`config.mk`:
```
export PLATFORM = sky130hd
export DESIGN_NAME = mod_msg_schedule
export DESIGN_NICKNAME = d
export VERILOG_FILES = /design/src/rtl/mod_msg_schedule_pkg.sv /design/src/rtl/mod_sigma0.sv /design/src/rtl/mod_sigma1.sv /design/src/rtl/mod_msg_schedule.sv
export SDC_FILE = /design/constraint.sdc
export NUM_CORES = 1
export LEC_CHECK = 0
export ABC_AREA = 0
export CORE_ASPECT_RATIO = 2
export CORE_UTILIZATION = 55
export DETAILED_ROUTE_END_ITERATION = 10
export PLACE_DENSITY = 0.82
export SLEW_MARGIN = 20
export SYNTH_ARGS = -nofsm -noshare
export SYNTH_HDL_FRONTEND = slang
export SYNTH_SLANG_ARGS = --single-unit
```
`constraint.sdc`:
```
create_clock -name CLK -period 18.3 [get_ports CLK]
set_input_delay 5.49 -clock CLK [delete_from_list [all_inputs] [get_ports CLK]]
set_output_delay 5.49 -clock CLK [all_outputs]
set_load 0.02 [all_outputs]
```
`src/rtl/mod_msg_schedule_pkg.sv`:
```
// Shared SHA-256 stage constants for the message-schedule expander.
package mod_msg_schedule_pkg;

   localparam int WORD_W = 32;
   localparam int N_IN   = 16;
   localparam int N_OUT  = 64;

   localparam logic ST_LOAD = 1'b0;
   localparam logic ST_RUN  = 1'b1;

   // Circular-buffer offsets from slot t%16 to W[t-2], W[t-7], W[t-15].
   localparam logic [3:0] OFF_M2  = 4'd14;
   localparam logic [3:0] OFF_M7  = 4'd9;
   localparam logic [3:0] OFF_M15 = 4'd1;

endpackage

```
`src/rtl/mod_sigma0.sv`:
```
// SHA-256 small sigma0: ROTR7 ^ ROTR18 ^ SHR3.
module mod_sigma0 (
   input  logic [31:0] x,
   output logic [31:0] y
);
   assign y = {x[6:0], x[31:7]} ^ {x[17:0], x[31:18]} ^ {3'b0, x[31:3]};
endmodule

```
`src/rtl/mod_sigma1.sv`:
```
// SHA-256 small sigma1: ROTR17 ^ ROTR19 ^ SHR10.
module mod_sigma1 (
   input  logic [31:0] x,
   output logic [31:0] y
);
   assign y = {x[16:0], x[31:17]} ^ {x[18:0], x[31:19]} ^ {10'b0, x[31:10]};
endmodule

```
`src/rtl/mod_msg_schedule.sv`:
```
// SHA-256 message-schedule expander: loads W0..W15, streams W0..W63 out of a
// 16-word circular buffer, overwriting slot t%16 with each new W[t].
module mod_msg_schedule
   import mod_msg_schedule_pkg::*;
(
   input  logic        CLK,
   input  logic        RST_N,
   input  logic [0:31] IN_W,
   input  logic        IN_VALID,
   output logic        IN_READY,
   output logic [0:31] OUT_W,
   output logic [0:5]  OUT_T,
   output logic        OUT_VALID,
   input  logic        OUT_READY,
   output logic        OUT_LAST
);

   logic              state_q, state_d;
   logic [3:0]        cnt_q, cnt_d;
   logic [5:0]        t_q, t_d;
   logic              rdy_q;
   logic [WORD_W-1:0] wbuf_q [N_IN];

   logic              wr_en;
   logic [3:0]        wr_idx;
   logic [WORD_W-1:0] wr_data;
   logic [3:0]        i0, im2, im7, im15;
   logic [WORD_W-1:0] sig0, sig1, sched_w;
   logic              in_ready, in_fire, out_valid, out_fire;

   assign i0   = t_q[3:0];
   assign im2  = i0 + OFF_M2;
   assign im7  = i0 + OFF_M7;
   assign im15 = i0 + OFF_M15;

   mod_sigma0 u_sigma0 (.x(wbuf_q[im15]), .y(sig0));
   mod_sigma1 u_sigma1 (.x(wbuf_q[im2]),  .y(sig1));

   always_comb begin
      sched_w = wbuf_q[i0];
      if (t_q >= 6'(N_IN))
         sched_w = sig1 + wbuf_q[im7] + sig0 + wbuf_q[i0];
   end

   assign in_ready  = rdy_q & (state_q == ST_LOAD);
   assign in_fire   = IN_VALID & in_ready;
   assign out_valid = (state_q == ST_RUN);
   assign out_fire  = out_valid & OUT_READY;

   always_comb begin
      state_d = state_q;
      cnt_d   = cnt_q;
      t_d     = t_q;
      wr_en   = 1'b0;
      wr_idx  = cnt_q;
      wr_data = IN_W;
      if (state_q == ST_LOAD) begin
         if (in_fire) begin
            wr_en = 1'b1;
            cnt_d = cnt_q + 4'd1;
            if (cnt_q == 4'(N_IN - 1)) begin
               state_d = ST_RUN;
               t_d     = 6'd0;
            end
         end
      end else if (out_fire) begin
         // First 16 words come straight from the load; later ones replace W[t-16].
         wr_en   = (t_q >= 6'(N_IN));
         wr_idx  = i0;
         wr_data = sched_w;
         t_d     = t_q + 6'd1;
         if (t_q == 6'(N_OUT - 1)) begin
            state_d = ST_LOAD;
            cnt_d   = 4'd0;
         end
      end
   end

   always_ff @(posedge CLK or negedge RST_N) begin
      if (!RST_N) begin
         state_q <= ST_LOAD;
         cnt_q   <= 4'd0;
         t_q     <= 6'd0;
         rdy_q   <= 1'b0;
      end else begin
         state_q <= state_d;
         cnt_q   <= cnt_d;
         t_q     <= t_d;
         rdy_q   <= 1'b1;
      end
   end

   always_ff @(posedge CLK) begin
      if (wr_en)
         wbuf_q[wr_idx] <= wr_data;
   end

   assign IN_READY  = in_ready;
   assign OUT_VALID = out_valid;
   assign OUT_W     = out_valid ? sched_w : '0;
   assign OUT_T     = out_valid ? t_q : '0;
   assign OUT_LAST  = out_valid & (t_q == 6'(N_OUT - 1));

endmodule

```
==> results of run 1 <==
## logic make-up (layout without fill, tap and decap cells)
logic type | after synthesis | count (layout) | synth area share [%]
mux | 598 | 598 | 32.2
flops | 524 | 524 | 47.7
buf+inv | 256 | 329 | 3.57
simple gates | 251 | 251 | 3.38
compound gates | 221 | 221 | 4.17
xor+xnor | 141 | 141 | 3.86
fa+ha+maj | 97 | 97 | 5.11
other cells | 1 | 1 | 0.0114
## state kept, by name (all words and copies together) (netlist names)
signal,count
cnt_q,4
rdy_q,1
wbuf_q,512
OUT_VALID,1
t_q,6
## Yosys cell counts (13+ instances only)
cell type / count / area share [%]
a211oi_1: 18 / 0.41
a21o_1: 18 / 0.41
a21oi_1: 60 / 0.91
a31oi_1: 19 / 0.36
and2_1: 20 / 0.38
buf_1: 21 / 0.24
buf_2: 22 / 0.33
buf_4: 23 / 0.53
clkbuf_1: 64 / 0.73
edfxtp_1: 512 / 47
fa_1: 62 / 3.8
ha_1: 35 / 1.3
inv_1: 112 / 1.3
mux2_2: 32 / 1.1
mux2i_1: 204 / 6.2
mux4_1: 13 / 1.0
mux4_2: 349 / 24
nand2_1: 81 / 0.92
nand3_1: 14 / 0.21
nor2_1: 97 / 1.1
o21ai_0: 59 / 0.90
xnor2_1: 124 / 3.3
xor2_1: 14 / 0.37
## worst paths after layout
check / startpoint / endpoint / slack (ns) / depth (start not counted)
min reg2reg: cnt_q[0]$_DFFE_PN0P_ / cnt_q[0]$_DFFE_PN0P_ / 0.60 / 1
min in group asynchronous: RST_N / t_q[0]$_DFFE_PN0P_ / 5.29 / 1
max: t_q[0]$_DFFE_PN0P_ / OUT_W[8] / 3.08 / 22
max in group asynchronous: RST_N / t_q[2]$_DFFE_PN0P_ / 12.55 / 1
min: cnt_q[0]$_DFFE_PN0P_ / cnt_q[0]$_DFFE_PN0P_ / 0.60 / 1
max reg2reg: t_q[0]$_DFFE_PN0P_ / wbuf_q[14][23]$_DFFE_PP_ / 9.10 / 21
## stage by stage
step | cells | util, %
2_1_floorplan | 2089 | -
3_3_place_gp | 2845 | 58.4
3_5_place_dp | 2845 | 58.4
4_1_cts | 2928 | 61.1
5_1_grt | 2930 | 61.1
6_report | 2930 | 61.1
## cell type report
cell class / count / area, µm² / share of cell area, %
timing repair buffer: 133 / 1230 / 3.39
tap: 768 / 961 / 2.66
multi-input combinational: 1309 / 16300 / 45.0
inverter: 113 / 425 / 1.18
clock buffer: 51 / 1230 / 3.41
clock inverter: 32 / 353 / 0.976
sequential: 524 / 15700 / 43.4
## per-layer routing
metal / part of all wire [%] / vias up
li1: - / 8411
met1: 31 / 10699
met2: 49 / 1667
met3: 9.7 / 490
met4: 11 / 0
met5: 0 / -
==> impl_metrics.yaml, run 1 <==
placement:
  placedInstanceArea_um2: 34500
  pre_cts_slack_ns: 3.76
  post-dp-hpwl_um: 68200
  routabilityCongestion: 1.04
  port_buffers: 76
logic_synthesis:
  synth-edff-count: 512
  synth_nets: 2222
  syn_inst: 2089
  async_flop_share_pct: 2.29
  ys_warn_count: 0
  syn_area_per_cell_um2: 15.7
  synth_seq_area_share_pct: 47.7
  ys_types: 60
  syn_area_um2: 32900
  ys_ff_latch: 524
  ys.flop_type: "edfxtp_1"
worst_setup_path:
  end_kind: "output pin"
  crit_type: "flip-flop to output pin"
  worst_ep_required_time_ns: 12.81
  worstSetupStartpointType: "flip-flop"
  critPathArrivalTime_ns: 9.73
  slowest_stage: "dfrtp_4"
  cpMostUsedCell: "fa_1"
  path_max_fanout: 116
  cpPeakStageDelay_ns: 1.07
  crit_buf_inv: 6
  crit_chain: "buf_12 > buf_4 > mux4_2 > mux4_2 > xor2_1 > xnor2_1 > fa_1 > fa_1 > inv_1 > ha_1 > inv_1 > fa_1 > nor2b_1 > o2111ai_1 > a211oi_1 > buf_4 > o31ai_1 > a211oi_1 > or3_1 > a31oi_1 > nor2_1 > clkdlybuf4s50_1"
  path_delay_family: "buffers and inverters"
global_route:
  grt_max_degree: 134
  grt_pass1_vias: 21941
  grt_util_met2_pct: 56.3
  grt_pass1_wl_um: 149000
  gr-usage-met3_pct: 6.14
  busiest_layer: "met2"
  grt_antenna_before_repair: 0
  overflow: 0
  gr-usage-met1_pct: 39.3
  track_usage_pct: 34.7
floorplanning:
  num_rows: 126
  dieWidth_um: 175
  pin_count: 77
  start_util_pct: 55.6
  die_area_um2: 60800
  die_h_um: 348
  core_area_um2: 59100
clocking:
  cts.htree.levels: 2
  cts_setup_buffers: 0
  cts_sinks: 524
  clock_latency_ns: 0.59
  postCtsHoldBufs: 0
  path_clk_slew_ns: 0.07
  cts_tree: "yes"
  clockBufferDepth: 3
  postCtsResizedCells: 0
  cts_buffers: 46
  cts-root-buf: "clkbuf_16"
worst_hold_path:
  hold_class: "flip-flop to flip-flop"
route:
  drtIter0Drc: 2585
  wl_um: 103000
  viasPerCell: 7.26
  wire_per_inst_um: 35.1
  post-route-drc-count: 0
  num_vias: 21267
  dr.pass1.iters: 6
  antenna_left: 0
layout:
  final_net_count: 2260
  fillers: 4204
  n_antenna_cell: 0
  final_area_um2: 36100
  area_growth_pct: 9.90
  drive_gt1_share_pct: 25.4
  mostFrequentLayoutCells: "edfxtp_1 (512), mux4_2 (349), mux2i_1 (204)"
  final_common_cell: "edfxtp_1"
sta:
  finalSetupViolations: 0
  slew_headroom_pct: 20.3
  rsz0062_at_grt: "no"
  post-route-period-util_pct: 83.2
  fin_skew_ns: 0.0270
  period_minus_slack_ns: 15.22
  worstMarginPinSlew_ns: 1.19
  fmax_mhz: 65.7
  setup-tns-final_ns: 0
  setup_ws_ns: 3.08
  worst_hold_slack_ns: 0.603
  drv_slew: 0
  final-hold-violation-count: 0
job:
  cap_violations: 0
outcome:
  status: "finished, final reports clean"
Power of run 1 is not shown: default switching activity piles up to over one toggle a cycle in this logic, so the estimate is an artifact.
==> run 2, diff against run 1 <==
--- a/config.mk
+++ b/config.mk
@@ -9,7 +9,7 @@
 export CORE_ASPECT_RATIO = 2
 export CORE_UTILIZATION = 55
 export DETAILED_ROUTE_END_ITERATION = 10
-export PLACE_DENSITY = 0.82
+export PLACE_DENSITY = 0.85
 export SLEW_MARGIN = 20
 export SYNTH_ARGS = -nofsm -noshare
 export SYNTH_HDL_FRONTEND = slang
==> constraint.sdc (replaced) <==
create_clock -name CLK -period 13.2 [get_ports CLK]
set_input_delay 3.96 -clock CLK [delete_from_list [all_inputs] [get_ports CLK]]
set_output_delay 3.96 -clock CLK [all_outputs]
set_load 0.02 [all_outputs]
==> run 2 against run 1 <==
Net effect:
- register-to-register slack got worse by 4.2 ns
- critical path depth decreased by 3
- critical endpoint is now OUT_W[6]
- setup slack got worse by 2.8 ns
- worst hold slack improved by 0.011 ns
- sequential cell count unchanged
- utilization increased by 0.25 points
- final area increased by 0.41%
==> impl_metrics.yaml, run 2 (same netlist as run 1, synthesis figures left out) <==
sta:
  post-route-period-util_pct: 98.0
  setup-tns-final_ns: 0
  fmax_mhz: 77.3
  worstMarginPinSlew_ns: 1.17
  rsz0062_at_grt: "no"
  slew_headroom_pct: 19.6
  final-hold-violation-count: 0
  drv_slew: 0
  period_minus_slack_ns: 12.93
  fin_skew_ns: 0.0259
  finalSetupViolations: 0
worst_setup_path:
  cpMostUsedCell: "a21o_1"
  worst_ep_required_time_ns: 9.24
  startpoint: "t_q[1]$_DFFE_PN0P_"
  path_delay_family: "compound AO/OA/AOI/OAI gates"
  r2r_cells: 18
  cpPeakStageDelay_ns: 0.92
  crit_type: "flip-flop to output pin"
  critPathArrivalTime_ns: 8.97
  end_kind: "output pin"
  crit_path_end: "OUT_W[6]"
  r2r-start: "t_q[1]$_DFFE_PN0P_"
  crit_cells: 19
  r2r_slack_ns: 4.91
  worstSetupStartpointType: "flip-flop"
  crit_buf_inv: 6
  slowest_stage: "mux2i_1"
  crit_chain: "clkinv_2 > buf_4 > buf_4 > mux4_2 > mux2i_1 > xnor2_1 > fa_1 > inv_1 > fa_1 > inv_1 > ha_1 > a21o_1 > a21o_1 > a21o_1 > o2111ai_1 > a21boi_0 > o31ai_1 > and2_1 > clkdlybuf4s50_1"
  path_max_fanout: 35
  r2r-end: "wbuf_q[1][31]$_DFFE_PP_"
clocking:
  cts.htree.levels: 2
  cts_setup_buffers: 0
  postCtsResizedCells: 0
  cts_sinks: 524
  cts_tree: "yes"
  path_clk_slew_ns: 0.07
  cts_buffers: 46
  cts-root-buf: "clkbuf_16"
  postCtsHoldBufs: 0
  clock_latency_ns: 0.60
  clockBufferDepth: 3
route:
  drtIter0Drc: 2776
  wl_um: 103000
  post-route-drc-count: 0
  num_vias: 21494
  wire_per_inst_um: 34.9
  dr.pass1.iters: 6
  antenna_left: 0
  viasPerCell: 7.31
layout:
  n_antenna_cell: 0
  postLayoutCoreUtil_pct: 61.4
  final_net_count: 2269
  final_cells: 2942
  drive_gt1_share_pct: 26.0
  top_register: "wbuf_q"
  final_common_cell: "edfxtp_1"
  largest_reg_flops: 512
  reg_top3: "wbuf_q: 512 flops, t_q: 6 flops, cnt_q: 4 flops"
  mostFrequentLayoutCells: "edfxtp_1 (512), mux4_2 (349), mux2i_1 (204)"
  area_growth_pct: 10.3
  final_area_um2: 36300
placement:
  placedInstanceArea_um2: 34700
  post-dp-hpwl_um: 72800
  port_buffers: 76
  routabilityCongestion: 1.05
  dp.cells: 2855
outcome:
  status: "finished, final reports clean"
floorplanning:
  die_h_um: 348
  pin_count: 77
  dieWidth_um: 175
  num_rows: 126
  die_area_um2: 60800
  core_area_um2: 59100
  start_util_pct: 55.6
job:
  cap_violations: 0
global_route:
  grt_pass1_vias: 22158
  grt_antenna_before_repair: 0
  overflow: 0
  grt_max_degree: 118
  grt_pass1_wl_um: 149000
  track_usage_pct: 34.5
worst_hold_path:
  hold_class: "flip-flop to flip-flop"
run 2: cell types whose count changed in the layout (fill, tap and decap cells not counted), sizes merged:
cell      before  now
buf           56   66
bufinv         7    5
clkinvlp       5    7
clkbuf        52   53
inv          115  116
run 2: how the worst min path moves through the flow:
stage / start / end / slack [ns] / cells past startpoint
floorplan: t_q[5]$_DFFE_PN0P_ / t_q[5]$_DFFE_PN0P_ / 0.50 / 1
global placement: cnt_q[1]$_DFFE_PN0P_ / cnt_q[1]$_DFFE_PN0P_ / 0.58 / 2
detailed placement: cnt_q[0]$_DFFE_PN0P_ / cnt_q[0]$_DFFE_PN0P_ / 0.59 / 1
CTS: cnt_q[0]$_DFFE_PN0P_ / cnt_q[0]$_DFFE_PN0P_ / 0.61 / 1
global route: cnt_q[1]$_DFFE_PN0P_ / cnt_q[1]$_DFFE_PN0P_ / 0.64 / 2
finish: cnt_q[1]$_DFFE_PN0P_ / cnt_q[1]$_DFFE_PN0P_ / 0.61 / 2
run 2: final cells by class:
class / instances / area (µm²)
inverters: 113 / 425
well taps: 768 / 961
fillers: 4163 / 22800
clock buffers: 53 / 1260
repair buffers: 142 / 1360
flip-flops and latches: 524 / 15700
multi-input cells: 1309 / 16300
clock inverters: 33 / 337
run 2: worst reg2reg max path: stages, from the launching register on:
cell and delay, ns:
dfrtp_4 0.64, clkinv_2 0.12, ha_2 0.22, xnor2_2 0.85
buf_4 0.48, mux4_2 0.35, mux2i_1 0.82, xnor2_1 0.20
xnor2_1 0.19, fa_1 0.45, fa_1 0.47, ha_1 0.42
nand4_1 0.21, nor3_1 0.48, o2111ai_1 0.48, a21oi_1 0.27
or3_1 0.12, a31oi_1 0.21, a21oi_1 0.95
run 2: per-layer routing:
layer	routed length (µm)	global-route usage, %	vias up
li1	-	-	8442
met1	31300	38.0	10902
met2	50400	56.7	1635
met3	9790	6.52	515
met4	11200	31.0	0
met5	0	0	-
run 2: through the flow:
stage	hold slack, ns	setup WS, ns
after floorplan	0.497	2.22
after global placement	0.580	1.28
after detailed placement	0.593	1.22
after CTS	0.609	0.611
after global routing	0.644	0.170
final	0.613	0.270
Power of run 2 is left out for the same reason.
